<file path="src/rtl/ahb_pkg.sv">
// Shared AHB-Lite encodings, FSM state type and small helpers for the
// register-file slave family.
package ahb_pkg;

    localparam logic [1:0] HTRANS_IDLE   = 2'b00;
    localparam logic [1:0] HTRANS_BUSY   = 2'b01;
    localparam logic [1:0] HTRANS_NONSEQ = 2'b10;
    localparam logic [1:0] HTRANS_SEQ    = 2'b11;

    localparam logic [2:0] HSIZE_BYTE = 3'd0;
    localparam logic [2:0] HSIZE_HALF = 3'd1;
    localparam logic [2:0] HSIZE_WORD = 3'd2;

    localparam logic HRESP_OKAY  = 1'b0;
    localparam logic HRESP_ERROR = 1'b1;

    typedef enum logic [2:0] {
        ST_IDLE,
        ST_WAIT,
        ST_DATA,
        ST_ERR1,
        ST_ERR2
    } state_e;

    function automatic int clog2(input int v);
        int r;
        r = 0;
        while ((1 << r) < v) r++;
        return r;
    endfunction

endpackage

</file>
<file path="src/rtl/ahb_regfile_if.sv">
// AHB-Lite bus bundle between a master (decoder/mux side) and a leaf slave.
interface ahb_regfile_if #(
    parameter int ADDR_W = 8
);
    logic              HSEL;
    logic              HREADY;
    logic [1:0]        HTRANS;
    logic [2:0]        HSIZE;
    logic              HWRITE;
    logic [ADDR_W-1:0] HADDR;
    logic [31:0]       HWDATA;
    logic [31:0]       HRDATA;
    logic              HREADYOUT;
    logic              HRESP;

    modport slave (
        input  HSEL, HREADY, HTRANS, HSIZE, HWRITE, HADDR, HWDATA,
        output HRDATA, HREADYOUT, HRESP
    );

    modport master (
        output HSEL, HREADY, HTRANS, HSIZE, HWRITE, HADDR, HWDATA,
        input  HRDATA, HREADYOUT, HRESP
    );
endinterface

</file>
<file path="src/rtl/ahb_byte_lane_dec.sv">
// Transfer size + low address bits to byte-lane strobes, with alignment
// and illegal-size flags. Purely combinational.
module ahb_byte_lane_dec
    import ahb_pkg::*;
(
    input  logic [2:0] hsize,
    input  logic [1:0] addr_lo,
    output logic [3:0] strb,
    output logic       misalign,
    output logic       size_err
);

    always_comb begin
        strb     = 4'b0000;
        misalign = 1'b0;
        size_err = 1'b0;
        case (hsize)
            HSIZE_BYTE: strb = 4'b0001 << addr_lo;
            HSIZE_HALF: begin
                strb     = addr_lo[1] ? 4'b1100 : 4'b0011;
                misalign = addr_lo[0];
            end
            HSIZE_WORD: begin
                strb     = 4'b1111;
                misalign = |addr_lo;
            end
            default: size_err = 1'b1;
        endcase
    end

endmodule

</file>
<file path="src/rtl/ahb_regfile.sv">
// Parametrised AHB-Lite register file: RW config / RO status registers,
// sub-word writes, programmable wait states and two-cycle ERROR responses.
module ahb_regfile
    import ahb_pkg::*;
#(
    parameter int                  NUM_REGS    = 8,
    parameter int                  ADDR_W      = 8,
    parameter logic [NUM_REGS-1:0] RO_MASK     = '0,
    parameter int                  WAIT_CYCLES = 0
) (
    input  logic                  HCLK,
    input  logic                  HRESET,
    ahb_regfile_if.slave          bus,
    input  logic [32*NUM_REGS-1:0] sts_dat,
    output logic [32*NUM_REGS-1:0] cfg_dat,
    output logic [NUM_REGS-1:0]    wr_pulse
);

    localparam int             IDX_W     = ADDR_W - 2;
    localparam logic [IDX_W:0] NREGS     = (IDX_W+1)'(NUM_REGS);
    localparam logic [3:0]     WAIT_LOAD = (WAIT_CYCLES > 0) ? 4'(WAIT_CYCLES - 1) : 4'd0;

    state_e             state_q, state_d;
    logic [3:0]         cnt_q, cnt_d;
    logic [IDX_W-1:0]   idx_q, idx_d;
    logic               write_q, write_d;
    logic [3:0]         strb_q, strb_d;
    logic [31:0]        cfg_q [NUM_REGS];
    logic [31:0]        cfg_d [NUM_REGS];
    logic [NUM_REGS-1:0] wr_pulse_q, wr_pulse_d;

    logic [IDX_W-1:0] idx_a;
    logic [3:0]       strb_a;
    logic             misalign_a, size_err_a, ro_a, err_a, accept;
    logic             hreadyout, hresp;
    logic [31:0]      rdata;
    logic             unused_htrans0;

    assign idx_a          = bus.HADDR[ADDR_W-1:2];
    assign accept         = bus.HSEL & bus.HTRANS[1] & bus.HREADY;
    assign unused_htrans0 = bus.HTRANS[0];

    ahb_byte_lane_dec u_lane_dec (
        .hsize    (bus.HSIZE),
        .addr_lo  (bus.HADDR[1:0]),
        .strb     (strb_a),
        .misalign (misalign_a),
        .size_err (size_err_a)
    );

    always_comb begin
        ro_a = 1'b0;
        for (int i = 0; i < NUM_REGS; i++)
            if (idx_a == IDX_W'(i)) ro_a = RO_MASK[i];
        err_a = ({1'b0, idx_a} >= NREGS) | size_err_a | misalign_a | (bus.HWRITE & ro_a);
    end

    // Address phase is only sampled in states that present HREADYOUT=1.
    always_comb begin
        state_d   = state_q;
        cnt_d     = cnt_q;
        idx_d     = idx_q;
        write_d   = write_q;
        strb_d    = strb_q;
        hreadyout = 1'b1;
        hresp     = HRESP_OKAY;
        case (state_q)
            ST_WAIT: begin
                hreadyout = 1'b0;
                if (cnt_q == 4'd0) state_d = ST_DATA;
                else               cnt_d   = cnt_q - 4'd1;
            end
            ST_ERR1: begin
                hreadyout = 1'b0;
                hresp     = HRESP_ERROR;
                state_d   = ST_ERR2;
            end
            default: begin
                hresp = (state_q == ST_ERR2) ? HRESP_ERROR : HRESP_OKAY;
                if (accept) begin
                    idx_d   = idx_a;
                    write_d = bus.HWRITE;
                    strb_d  = strb_a;
                    if (err_a) begin
                        state_d = ST_ERR1;
                    end else if (WAIT_CYCLES > 0) begin
                        state_d = ST_WAIT;
                        cnt_d   = WAIT_LOAD;
                    end else begin
                        state_d = ST_DATA;
                    end
                end else begin
                    state_d = ST_IDLE;
                end
            end
        endcase
    end

    // Commit happens on the edge that ends the DATA cycle; HWDATA is valid then.
    always_comb begin
        cfg_d      = cfg_q;
        wr_pulse_d = '0;
        if (state_q == ST_DATA && write_q) begin
            for (int i = 0; i < NUM_REGS; i++) begin
                if (idx_q == IDX_W'(i)) begin
                    for (int b = 0; b < 4; b++)
                        if (strb_q[b]) cfg_d[i][8*b +: 8] = bus.HWDATA[8*b +: 8];
                    wr_pulse_d[i] = 1'b1;
                end
            end
        end
    end

    always_comb begin
        rdata = 32'h0;
        if (state_q == ST_DATA && !write_q) begin
            for (int i = 0; i < NUM_REGS; i++)
                if (idx_q == IDX_W'(i))
                    rdata = RO_MASK[i] ? sts_dat[32*i +: 32] : cfg_q[i];
        end
    end

    always_comb begin
        cfg_dat = '0;
        for (int i = 0; i < NUM_REGS; i++)
            cfg_dat[32*i +: 32] = RO_MASK[i] ? 32'h0 : cfg_q[i];
    end

    always_ff @(posedge HCLK) begin
        if (HRESET) begin
            state_q    <= ST_IDLE;
            cnt_q      <= 4'd0;
            idx_q      <= '0;
            write_q    <= 1'b0;
            strb_q     <= 4'b0000;
            wr_pulse_q <= '0;
            for (int i = 0; i < NUM_REGS; i++) cfg_q[i] <= 32'h0;
        end else begin
            state_q    <= state_d;
            cnt_q      <= cnt_d;
            idx_q      <= idx_d;
            write_q    <= write_d;
            strb_q     <= strb_d;
            wr_pulse_q <= wr_pulse_d;
            cfg_q      <= cfg_d;
        end
    end

    assign bus.HREADYOUT = hreadyout;
    assign bus.HRESP     = hresp;
    assign bus.HRDATA    = rdata;
    assign wr_pulse      = wr_pulse_q;

endmodule

</file>
<file path="src/flat_wrapper.sv">
// flat-port wrapper written by rule: the top's interface ports become plain ports
module ahb_regfile_flat import ahb_pkg::*;
#(
    parameter int                  NUM_REGS    = 8,
    parameter int                  ADDR_W      = 8,
    parameter logic [NUM_REGS-1:0] RO_MASK     = '0,
    parameter int                  WAIT_CYCLES = 0
)
  (HCLK, HRESET, sts_dat, cfg_dat, wr_pulse, bus_HSEL, bus_HREADY, bus_HTRANS, bus_HSIZE, bus_HWRITE, bus_HADDR, bus_HWDATA, bus_HRDATA, bus_HREADYOUT, bus_HRESP);
  ahb_regfile_if #(.ADDR_W(ADDR_W)) bus_i ();
  input  logic HCLK;
  input  logic HRESET;
  input  logic [32*NUM_REGS-1:0] sts_dat;
  output logic [32*NUM_REGS-1:0] cfg_dat;
  output logic [NUM_REGS-1:0] wr_pulse;
  input wire logic [$bits(bus_i.HSEL)-1:0] bus_HSEL;
  input wire logic [$bits(bus_i.HREADY)-1:0] bus_HREADY;
  input wire logic [$bits(bus_i.HTRANS)-1:0] bus_HTRANS;
  input wire logic [$bits(bus_i.HSIZE)-1:0] bus_HSIZE;
  input wire logic [$bits(bus_i.HWRITE)-1:0] bus_HWRITE;
  input wire logic [$bits(bus_i.HADDR)-1:0] bus_HADDR;
  input wire logic [$bits(bus_i.HWDATA)-1:0] bus_HWDATA;
  output wire logic [$bits(bus_i.HRDATA)-1:0] bus_HRDATA;
  output wire logic [$bits(bus_i.HREADYOUT)-1:0] bus_HREADYOUT;
  output wire logic [$bits(bus_i.HRESP)-1:0] bus_HRESP;
  assign bus_i.HSEL = bus_HSEL;
  assign bus_i.HREADY = bus_HREADY;
  assign bus_i.HTRANS = bus_HTRANS;
  assign bus_i.HSIZE = bus_HSIZE;
  assign bus_i.HWRITE = bus_HWRITE;
  assign bus_i.HADDR = bus_HADDR;
  assign bus_i.HWDATA = bus_HWDATA;
  assign bus_HRDATA = bus_i.HRDATA;
  assign bus_HREADYOUT = bus_i.HREADYOUT;
  assign bus_HRESP = bus_i.HRESP;
  ahb_regfile #(.NUM_REGS(NUM_REGS), .ADDR_W(ADDR_W), .RO_MASK(RO_MASK), .WAIT_CYCLES(WAIT_CYCLES)) u_core (.HCLK(HCLK), .HRESET(HRESET), .bus(bus_i), .sts_dat(sts_dat), .cfg_dat(cfg_dat), .wr_pulse(wr_pulse));
endmodule
</file>
<file path="config.mk">
export PLATFORM = sky130hd
export DESIGN_NAME = ahb_regfile_flat
export DESIGN_NICKNAME = d
export VERILOG_FILES = /design/src/rtl/ahb_pkg.sv /design/src/rtl/ahb_regfile_if.sv /design/src/rtl/ahb_byte_lane_dec.sv /design/src/rtl/ahb_regfile.sv /design/src/flat_wrapper.sv
export SDC_FILE = /design/constraint.sdc
export NUM_CORES = 1
export LEC_CHECK = 0
export ABC_CLOCK_PERIOD_IN_PS = 2280
export BUFFER_PORTS_ARGS = -buffer_cell sky130_fd_sc_hd__buf_2
export CAP_MARGIN = 25
export CORE_AREA = 2 2 234 236
export DETAILED_ROUTE_END_ITERATION = 8
export DIE_AREA = 0 0 236 238
export MAX_ROUTING_LAYER = met4
export PLACE_DENSITY = 0.46
export SLEW_MARGIN = 20
export SYNTH_ARGS = -nofsm -noshare
export SYNTH_HDL_FRONTEND = slang
export SYNTH_HIERARCHICAL = 1
export SYNTH_SLANG_ARGS = --single-unit
export TNS_END_PERCENT = 10
</file>
<file path="constraint.sdc">
create_clock -name HCLK -period 2.28 [get_ports HCLK]
set_clock_uncertainty 0.15 [all_clocks]
set_input_delay 0.114 -clock HCLK [delete_from_list [all_inputs] [get_ports HCLK]]
set_output_delay 0.114 -clock HCLK [all_outputs]
set_load 0.02 [all_outputs]
</file>
==> results of run 1 <==
[power by group through the flow]
stage / sequential [uW] / clock (uW) / combinational, uW
floorplan: 5050 / 0 / 370
global placement: 5060 / 0 / 626
detailed placement: 5060 / 0 / 633
CTS: 4950 / 5710 / 761
global route: 4950 / 5910 / 890
finish: 4950 / 5540 / 842
[synth_stat cells (12+ instances only)]
library cell    n  area share, %
mux4_2         12            2.0
o221ai_1       30            2.0
nand2b_1       32            1.5
mux2_2         31            2.6
inv_1          17           0.48
nor2_1        284            8.0
buf_2          24           0.90
nand2_1        24           0.68
nand4_2        19            1.8
o32ai_1        12           0.79
nor2b_1        18           0.84
a22o_1         20            1.3
a21oi_1        54            2.0
o21ai_0        25           0.94
nand4_4        13            2.1
a22oi_1        18            1.0
o22a_1         19            1.2
dfxtp_1       282             42
clkbuf_1       92            2.6
mux2i_1       270             20
[kinds of logic (layout without fill, tap and decap cells)]
kind of cell / after synthesis / after routing
XOR/XNOR: 3 / 3
AO/OA/AOI/OAI: 202 / 202
multiplexers: 313 / 313
AND/OR/NAND/NOR: 420 / 421
flip-flops: 282 / 282
buffers and inverters: 148 / 591
adder cells (fa/ha/maj): 1 / 1
other: 0 / 3
[flip-flops by register name (all words and copies together) (netlist names)]
register and count:
u_core/state_q 3, u_core/cfg_dat 256, u_core/wr_pulse 8, u_core/cnt_q 4, u_core/write_q 1, u_core/strb_q 4, u_core/idx_q 6
[placed cells by master, fill, tap and decap left out, types with 4 or more instances in the layout]
master	instances
o32ai_1	8
o221ai_1	27
nand2b_1	30
buf_2	322
nor3_1	5
dfxtp_1	277
mux2i_1	270
clkbuf_16	39
mux2_2	31
a22oi_2	13
a21oi_1	38
mux4_2	12
buf_16	4
o21ai_1	5
nor2_1	284
buf_4	87
nor2b_1	16
nand2_1	21
dlygate4sd3_1	45
a21oi_2	17
o21ai_0	20
nand4_4	13
clkbuf_1	8
a22oi_1	6
nand4_2	19
buf_6	26
o22a_1	19
a22o_1	20
clkbuf_8	9
buf_12	23
inv_1	17
a311oi_2	4
[stage by stage]
stage | hold WS, ns | cells | total power (uW)
finish | 0.0519 | 2512 | 11300
global route | 0.0605 | 2512 | 11700
CTS | 0.00749 | 2476 | 11400
detailed placement | 0.227 | 2359 | 5690
global placement | 0.213 | 2358 | 5680
floorplan | 0.111 | 1369 | 5420
[worst reg2reg max path: cells and delay by family (launching register included)]
family,cells,cell delay [ns]
muxes,1,0.30
and+or+nand+nor,3,0.56
buffers and inverters,5,0.74
DFF,1,0.34
[layout make-up]
class                   count  share of cell area (%)
diodes                      3                  0.0399
clock buffers              52                    5.53
clock inverters             7                   0.419
inverters                  17                   0.339
multi-input cells         940                    39.1
flip-flops and latches    282                    30.1
well taps                 696                    4.63
repair buffers            515                    19.9
[per-layer routing]
layer,wire [um],vias up
met4,1530,0
met5,0,-
met2,26100,454
met1,25000,6052
met3,3930,85
li1,-,5724
[how the worst max path moves through the flow]
stage | depth (start not counted) | endpoint | slack, ns | start
after global routing | 9 | bus_HRDATA[13] | -0.35 | u_core/idx_q[0]$_SDFFE_PP0P_
after CTS | 7 | bus_HRDATA[22] | -0.30 | u_core/idx_q[4]$_SDFFE_PP0P_
after floorplan | 6 | bus_HRDATA[13] | 0.20 | u_core/idx_q[3]$_SDFFE_PP0P_
final | 8 | bus_HRDATA[30] | -0.30 | u_core/idx_q[0]$_SDFFE_PP0P_
after detailed placement | 7 | bus_HRDATA[18] | 0.06 | u_core/idx_q[2]$_SDFFE_PP0P_
after global placement | 6 | bus_HRDATA[13] | -0.12 | u_core/idx_q[2]$_SDFFE_PP0P_
[what timing repair did]
action | 4_1_cts | 5_1_grt
setup buffers | 11 | 30
gates cloned | 3 | 4
resized for setup | 81 | 42
hold endpoints to repair | 269 | 0
hold buffers | 45 | 0
setup endpoints to repair | 32 | 79
pin swaps | 31 | 18
==> run_results.csv, run 1 <==
group,metric,value,unit
yosys,synth_seq_cells,282,
yosys,synthMuxAreaShare,24.9,%
final_layout,fillerInstances,5477,
grt,grt_max_degree,128,
placed_design,hpwlAfterDp,37.7,mm
yosys,ys_types,59,
sta,rsz0062_at_grt,"yes",
yosys,synthAdderAreaFrac,0.0939,%
floorplan,io-pin-count,604,
critical_path,path_common_cell,"buf_12",
clocking,cts_made_buffers,36,
floorplan,die_h,238,um
clocking,clk_latency,0.54,ns
critical_path,cp_cell_sequence,"buf_12 > buf_12 > and2_1 > nand2_2 > buf_6 > o221ai_1 > a21oi_2 > buf_4",
floorplan,fp.coreArea,53500,um2
pwr,pwr-share-seq,43.7,%
critical_path,r2r_start,"u_core/idx_q[2]$_SDFFE_PP0P_",
critical_path,reg2reg_depth,9,
pwr,clkPwrFrac,48.9,%
placed_design,gp_congestion,0.834,
routing,wirelength,56.6,mm
critical_path,slowest_delay,0.38,ns
grt,use_met2,30.6,%
floorplan,row_count,85,
yosys,synthSimpleGateAreaFrac,16.8,%
final_layout,seq_area,5660,um2
final_layout,post_route_cells_drive_above_1_share,36.6,%
grt,antenna_found_initial,3,
clocking,root_buffer,"clkbuf_16",
critical_path,worstPathRequired,2.02,ns
placed_design,preCtsSetupSlack,0.0586,ns
routing,drtPass1Iterations,5,
sta,setup_violations,32,
grt,grt_pass1_vias,11688,
grt,met1_usage,24.9,%
clocking,clkTransAtPathRegs,0.06,ns
final_layout,fin_area,18800,um2
pwr,powerDensity,603,nW/um2
yosys,synth_warnings,6,
critical_path,regToRegEndpoint,"u_core/cfg_dat[10]$_SDFFE_PP0P_",
sta,period_share,113,%
routing,final_antenna_net_count,0,
routing,vias,12315,
critical_path,worst-endpoint-arrival,2.31,ns
sta,finalCriticalPeriod,2.58,ns
final_layout,area_growth,41.1,%
pwr,combinationalPowerShare,7.4,%
run,maxCapViolations,0,
outcome,violations,"setup timing",
grt,groute.usage.overall,19.5,%
sta,relSlewSlack,55.0,%
sta,hold_viol,0,
pwr,leakage,0.00955,uW
routing,drc,0,
placed_design,place_area,16200,um2
yosys,avgSynthCellArea,9.74,um2
pwr,intPower,8540,uW
final_layout,nets,2099,
yosys,async_flop_share,0,%
hold_path,hold_class,"input port to flop",
critical_path,reg2reg_setup_slack,0.05,ns
yosys,synth_edf_count,0,
yosys,synth_compound_area_share,10.8,%
routing,via_per_inst,4.90,
critical_path,startpoint_type,"flop",
sta,finalWorstSetupSlack,-0.297,ns
clocking,numClockSinks,282,
clocking,h-tree-depth,2,
grt,use_met3,4.37,%
yosys,synth_flop_cell,"dfxtp_1",
grt,overflow,0,
clocking,cts_tree,"yes",
routing,drtIter0Drc,653,
pwr,power_switching_share,24.6,%
final_layout,multiInputGateArea,7350,um2
clocking,cts_max_path_buffers,3,
critical_path,crit_buf_inv,4,
sta,tightest_slew,0.675,ns
sta,slew_viol_final,0,
floorplan,die_area,56200,um2
hold_path,hold_path_depth,5,
hold_path,hold_path_end,"u_core/strb_q[2]$_SDFFE_PP0P_",
yosys,yosysSeqAreaShare,42.4,%
outcome,status,"finished with violations",
floorplan,die_x,236,um
yosys,netlist_instances,1369,
sta,tns,-6.40,ns
routing,wire_per_inst,22.5,um
yosys,synth_fp_nets,1676,
critical_path,cp-end-kind,"output port",
critical_path,crit_family,"buffers and inverters",
pwr,peakVddDrop,387,uV
grt,top_usage_layer,"met2",
pwr,switching_power,2790,uW
yosys,yosys.area_share.xor_xnor,0.197,%
grt,grt_pass1_wl,79.7,mm
floorplan,initial_utilization,24.9,%
yosys,synth_top_family_by_area,"multiplexers",
critical_path,crit_fanout,17,
hold_path,min_from,"bus_HSIZE[0]",
final_layout,utilization,35.2,%
critical_path,crit_path_top_delay_cell,"dfxtp_4",
sta,fmax,388,MHz
critical_path,crit_type,"flop to output port",
placed_design,portBuffers,346,
yosys,netlist_area,13300,um2
Note: power is estimated with default switching activity, not from simulation.
==> run 2: changes to the inputs <==
--- a/config.mk
+++ b/config.mk
@@ -5,14 +5,15 @@
 export SDC_FILE = /design/constraint.sdc
 export NUM_CORES = 1
 export LEC_CHECK = 0
+export ABC_AREA = 1
 export ABC_CLOCK_PERIOD_IN_PS = 2280
 export BUFFER_PORTS_ARGS = -buffer_cell sky130_fd_sc_hd__buf_2
 export CAP_MARGIN = 25
-export CORE_AREA = 2 2 234 236
+export CORE_AREA = 2 2 233 235
 export DETAILED_ROUTE_END_ITERATION = 8
-export DIE_AREA = 0 0 236 238
+export DIE_AREA = 0 0 235 237
 export MAX_ROUTING_LAYER = met4
-export PLACE_DENSITY = 0.46
+export PLACE_DENSITY = 0.43
 export SLEW_MARGIN = 20
 export SYNTH_ARGS = -nofsm -noshare
 export SYNTH_HDL_FRONTEND = slang
==> run 2 against run 1 <==
The flow still finishes with violations (setup timing). Global-route usage shrank 0.081 points. Cell count grew 17%. Largest power group unchanged. Largest cell class unchanged. Synthesized cell count grew 29%. Register-to-register slack gained 0.03 ns. Highest routed layer unchanged. Critical path type unchanged.
==> run_results.csv, run 2 <==
group,metric,value,unit
pwr,combinationalPowerShare,7.1,%
routing,via_per_inst,4.54,
floorplan,die_h,237,um
final_layout,largest_reg_flops,256,
critical_path,reg2reg_setup_slack,0.08,ns
pwr,pwr-share-seq,42.9,%
floorplan,row_count,85,
yosys,netlist_area,11900,um2
routing,wl_met3,3.63,mm
routing,drtPass1Iterations,5,
critical_path,regToRegEndpoint,"u_core/idx_q[0]$_SDFFE_PP0P_",
routing,routed.top_layer,"met4",
clocking,clkTransAtPathRegs,0.05,ns
sta,hold_viol,0,
routing,wire_per_inst,18.7,um
clocking,root_buffer,"clkbuf_16",
placed_design,portBuffers,346,
sta,relSlewSlack,62.4,%
final_layout,final_common_cell,"nor2_1",
pwr,peakVddDrop,415,uV
pwr,power,11600,uW
critical_path,crit_fanout,9,
pwr,power_switching_share,24.2,%
yosys,netlist_instances,1763,
critical_path,worst-endpoint-arrival,2.29,ns
yosys,avgSynthCellArea,6.77,um2
critical_path,slowest_delay,0.38,ns
routing,wl_met2,25.0,mm
grt,antenna_found_initial,1,
clocking,cts_max_path_buffers,3,
sta,setup_violations,32,
routing,drtIter0Drc,1105,
placed_design,hpwlAfterDp,39.0,mm
sta,rsz0062_at_grt,"yes",
clocking,cts_tree,"yes",
sta,finalCriticalPeriod,2.55,ns
routing,routedLengthMet1,24.7,mm
placed_design,preCtsSetupSlack,0.0858,ns
floorplan,initial_utilization,22.4,%
yosys,synth_warnings,6,
pwr,powerDensity,658,nW/um2
floorplan,io-pin-count,604,
outcome,status,"finished with violations",
critical_path,r2r_start,"u_core/state_q[0]$_SDFFE_PP0N_",
yosys,synth_fp_nets,2070,
sta,tns,-5.75,ns
pwr,leakage,0.00817,uW
yosys,async_flop_share,0,%
final_layout,area_growth,47.3,%
final_layout,nets,2522,
run,maxCapViolations,0,
final_layout,multiInputGateArea,5830,um2
sta,period_share,112,%
critical_path,worstPathRequired,2.02,ns
grt,overflow,0,
routing,drc,0,
final_layout,final_cells,2935,
yosys,synth_common_cells,"540 x nor2_1, 302 x o21ai_0, 282 x dfxtp_1",
yosys,synth_area_leaders,"dfxtp_1 47%, nor2_1 17%, o21ai_0 13%",
yosys,synth_seq_cells,282,
placed_design,gp_congestion,0.846,
clocking,numClockSinks,282,
hold_path,hold_class,"input port to flop",
clocking,clk_latency,0.55,ns
hold_path,min_from,"bus_HADDR[4]",
yosys,ys_types,27,
final_layout,post_route_cells_drive_above_1_share,26.8,%
yosys,yosysSeqAreaShare,47.3,%
sta,finalWorstSetupSlack,-0.271,ns
grt,grt_max_degree,100,
sta,tightest_slew,0.563,ns
floorplan,die_x,235,um
yosys,synth_edf_count,0,
final_layout,fillerInstances,5795,
grt,groute.usage.overall,19.4,%
critical_path,startpoint_type,"flop",
critical_path,cp-end-kind,"output port",
critical_path,cp_cell_sequence,"nor2_4 > inv_2 > nor2_4 > buf_12 > buf_12 > nand2_1 > nand3_2 > nor2_4 > nand4_1 > nand2_1 > inv_1 > buf_4",
critical_path,crit_buf_inv,5,
critical_path,crit_type,"flop to output port",
yosys,synth_top_area_share,47.3,%
placed_design,place_inst,2784,
sta,fmax,392,MHz
hold_path,hold_path_depth,4,
routing,wirelength,55.0,mm
yosys,yosysTopAreaCell,"dfxtp_1",
floorplan,die_area,55700,um2
critical_path,crit_family,"simple AND/OR/NAND/NOR gates",
sta,slew_viol_final,0,
yosys,synth_most_common_cell,"nor2_1",
grt,grt_pass1_wl,79.9,mm
outcome,violations,"setup timing",
clocking,cts_made_buffers,37,
clocking,h-tree-depth,2,
critical_path,reg2reg_depth,7,
pwr,switching_power,2800,uW
critical_path,path_common_cell,"nor2_4",
floorplan,fp.coreArea,53300,um2
hold_path,hold_path_end,"u_core/idx_q[2]$_SDFFE_PP0P_",
routing,vias,13328,
final_layout,diodes,0,
pwr,clkPwrFrac,50.1,%
grt,grt_pass1_vias,12490,
pwr,intPower,8760,uW
critical_path,crit_path_top_delay_cell,"dfxtp_4",
yosys,synth_flop_cell,"dfxtp_1",
routing,final_antenna_net_count,0,
final_layout,seq_area,5660,um2
final_layout,final_cell_mix,"506 x nor2_1, 316 x buf_2, 276 x o21ai_0, 276 x dfxtp_1, 222 x nand2_1",
-- run 2: cell types whose count changed after synthesis, moves of 34 or more --
cell and delta:
mux2i_1 -270, nor2_1 +256, o21ai_0 +277, inv_1 +117
nand2_1 +208, clkbuf_1 -34, nand4_1 +34, nand3_1 +51
-- run 2: power groups by stage --
stage          logic [uW]  registers [uW]  clock network, uW
2_1_floorplan         279            5060                  0
3_3_place_gp          585            5060                  0
3_5_place_dp          591            5060                  0
4_1_cts               758            4950               5990
5_1_grt               889            4950               6180
6_report              816            4950               5790
-- run 2: how the worst max path moves through the flow --
stage	depth (start not counted)	endpoint	from	slack [ns]
6_report	12	bus_HRDATA[11]	u_core/idx_q[3]$_SDFFE_PP0P_	-0.27
5_1_grt	11	bus_HRDATA[27]	u_core/idx_q[5]$_SDFFE_PP0P_	-0.38
4_1_cts	11	bus_HRDATA[27]	u_core/idx_q[3]$_SDFFE_PP0P_	-0.29
3_5_place_dp	10	bus_HRDATA[27]	u_core/idx_q[5]$_SDFFE_PP0P_	0.09
3_3_place_gp	10	bus_HRDATA[27]	u_core/idx_q[5]$_SDFFE_PP0P_	0.09
2_1_floorplan	8	bus_HRDATA[27]	u_core/idx_q[4]$_SDFFE_PP0P_	0.36
-- run 2: cell families (layout without fill, tap and decap cells) --
group,Yosys count,in the layout,synth area share [%]
flops,282,282,47.3
simple gates,880,880,29.5
fa+ha+maj,1,1,0.105
buf+inv,217,693,6.90
compound gates,383,383,16.2
-- run 2: layout make-up --
cell class	count	share of cell area, %
clock buffers	53	6.08
clock inverters	10	0.634
inverters	151	3.29
multi-input cells	1264	33.2
flip-flops and latches	282	32.2
well taps	696	4.96
repair buffers	479	19.6
-- run 2: stage by stage --
stage	hold WS, ns	utilization, %	instance area [um2]
2_1_floorplan	0.0331	-	11900
3_3_place_gp	0.196	27.9	14900
3_5_place_dp	0.212	27.9	14900
4_1_cts	0.221	32.1	17100
5_1_grt	0.262	33.0	17600
6_report	0.252	33.0	17600
-- run 2: what timing repair did --
item | in CTS | in global routing
endpoints found under the hold margin | 278 | 0
pin swaps | 13 | 23
setup buffers | 18 | 8
hold buffers | 56 | 0
endpoints found under the setup margin | 32 | 95
cloned | 4 | 3
resized for setup | 82 | 130
-- run 2: per-layer routing --
metal,track usage (%),up-vias
met4,7.52,0
met5,-,-
li1,-,6571
met1,24.9,6229
met2,29.5,448
met3,4.35,80
-- run 2: worst reg2reg max path, stage by stage, from the launching register on --
cell	delay, ns
dfxtp_1	0.35
inv_2	0.08
nor2_1	0.05
nor2_1	0.30
inv_1	0.35
nor2_1	0.19
nor2_1	0.07
dlygate4sd3_1	0.55
==> run 3: changes to the inputs <==
--- a/config.mk
+++ b/config.mk
@@ -14,6 +14,7 @@
 export DIE_AREA = 0 0 235 237
 export MAX_ROUTING_LAYER = met4
 export PLACE_DENSITY = 0.43
+export SETUP_SLACK_MARGIN = 0.5
 export SLEW_MARGIN = 20
 export SYNTH_ARGS = -nofsm -noshare
 export SYNTH_HDL_FRONTEND = slang
==> run 3 against run 2 <==
The flow still finishes with violations (setup timing). Utilization rose by 2.2 points. Largest power group unchanged. Cell count rose by 0.82%. Global-route usage rose by 0.20 points. Wire length rose by 2.2%. Via count rose by 1.2%. Clock power barely moved. Setup slack improved by 0.015 ns. Highest routed layer unchanged. Sequential power barely moved. Sequential cell count did not move. First-iteration DRC count fell by 18%. Count of clock-buffer cells in the layout rose by 6. Critical path depth rose by 1. Critical endpoint is now bus_HRDATA[9].
==> run_results.csv, run 3 (synthesis results as in run 2) <==
group,metric,value,unit
routing,wirelength,56.2,mm
critical_path,startpoint_type,"flop",
final_layout,final_common_cell,"nor2_1",
grt,grt_max_degree,64,
placed_design,gp_congestion,0.872,
clocking,numClockSinks,282,
clocking,clkTransAtPathRegs,0.05,ns
final_layout,multiInputGateArea,6500,um2
pwr,clkPwrFrac,49.9,%
routing,via_per_inst,4.56,
sta,setup_violations,32,
sta,finalCriticalPeriod,2.54,ns
clocking,clk_latency,0.54,ns
routing,drtPass1Iterations,5,
final_layout,fillerInstances,5633,
clocking,root_buffer,"clkbuf_16",
floorplan,io-pin-count,604,
grt,antenna_found_initial,0,
critical_path,cp-end-kind,"output port",
sta,relSlewSlack,58.8,%
critical_path,worstPathRequired,2.02,ns
outcome,status,"finished with violations",
clocking,h-tree-depth,2,
clocking,cts_max_path_buffers,3,
floorplan,die_area,55700,um2
final_layout,diodes,0,
floorplan,initial_utilization,22.4,%
sta,tightest_slew,0.619,ns
pwr,peakVddDrop,485,uV
floorplan,die_x,235,um
sta,rsz0062_at_grt,"yes",
final_layout,nets,2546,
final_layout,final_cell_mix,"484 x nor2_1, 319 x buf_2, 274 x dfxtp_1",
floorplan,die_h,237,um
final_layout,area_growth,57.1,%
hold_path,hold_class,"input port to flop",
placed_design,portBuffers,346,
sta,period_share,111,%
run,maxCapViolations,0,
pwr,intPower,8800,uW
final_layout,largest_reg_flops,256,
final_layout,final_cells,2959,
placed_design,hpwlAfterDp,39.9,mm
pwr,power_switching_share,24.0,%
pwr,powerDensity,618,nW/um2
grt,grt_pass1_vias,12359,
sta,tns,-6.26,ns
clocking,cts_made_buffers,37,
grt,groute.usage.overall,19.6,%
sta,fmax,394,MHz
sta,hold_viol,0,
placed_design,place_inst,2799,
sta,slew_viol_final,0,
routing,wire_per_inst,19.0,um
sta,finalWorstSetupSlack,-0.256,ns
grt,grt_pass1_wl,80.5,mm
grt,overflow,0,
floorplan,row_count,85,
critical_path,worst-endpoint-arrival,2.27,ns
pwr,pwr-share-seq,42.8,%
final_layout,seq_area,5670,um2
floorplan,fp.coreArea,53300,um2
critical_path,crit_fanout,11,
final_layout,post_route_cells_drive_above_1_share,34.2,%
routing,drc,0,
pwr,combinationalPowerShare,7.3,%
critical_path,crit_type,"flop to output port",
pwr,leakage,0.00861,uW
clocking,cts_tree,"yes",
routing,drtIter0Drc,910,
outcome,violations,"setup timing",
routing,vias,13484,
routing,final_antenna_net_count,0,
pwr,switching_power,2780,uW
[run 3: critical path, stage by stage (launching register included)]
cell and delay, ns:
dfxtp_4 0.36, nor2_4 0.17, inv_4 0.08, nor2_4 0.16, buf_12 0.12, buf_12 0.13
buf_12 0.12, nand2_1 0.08, nand3_2 0.08, o21bai_2 0.08, nand3_1 0.09, nand2_1 0.07
inv_1 0.06, buf_4 0.13
[run 3: final cells by class]
class                   count  share of cell area, %
multi-input cells        1264                   34.7
clock buffers              59                   6.09
repair buffers            503                   20.2
inverters                 151                   3.93
flip-flops and latches    282                   30.2
well taps                 696                   4.65
clock inverters             4                  0.260
[run 3: worst paths after layout]
check                                     start                                to  slack (ns)  depth (start not counted)
hold reg to reg   u_core/strb_q[3]$_SDFFE_PP0P_     u_core/strb_q[3]$_SDFFE_PP0P_        0.31                          2
setup / recovery   u_core/idx_q[3]$_SDFFE_PP0P_                     bus_HRDATA[9]       -0.26                         13
hold / removal                     bus_HADDR[2]      u_core/idx_q[0]$_SDFFE_PP0P_        0.19                          4
setup reg to reg   u_core/idx_q[1]$_SDFFE_PP0P_  u_core/cfg_dat[198]$_SDFFE_PP0P_        0.14                         13
[run 3: power by group through the flow]
stage | sequential (uW) | clock (uW) | combinational (uW)
2_1_floorplan | 5060 | 0 | 280
3_3_place_gp | 5060 | 0 | 621
3_5_place_dp | 5060 | 0 | 623
4_1_cts | 4950 | 5980 | 775
5_1_grt | 4950 | 6150 | 914
6_report | 4950 | 5780 | 848
[run 3: metrics by stage]
stage	area (um2)	hold slack, ns	setup WS [ns]	power (uW)	util [%]
final	18700	0.194	-0.256	11600	35.2
after global routing	18700	0.221	-0.355	12000	35.2
after CTS	17900	0.155	-0.284	11700	33.5
after detailed placement	15000	0.203	-0.0275	5680	28.1
after global placement	15000	0.193	-0.0405	5680	28.1
after floorplan	11900	0.0331	0.459	5340	-
[run 3: repair_timing]
action,4_1_cts,5_1_grt
pin swaps,65,158
gates resized for setup,321,287
hold buffers,52,0
endpoints found under the setup margin,290,298
cloned,4,2
setup buffers,31,8
hold endpoints to repair,275,0
[run 3: layer usage]
layer,global-route usage [%],vias to the layer above,share of wire (%)
met5,-,-,0
met4,5.89,0,2.7
met3,4.53,86,6.7
met2,30.3,392,46
met1,25.3,6321,44
li1,-,6685,-
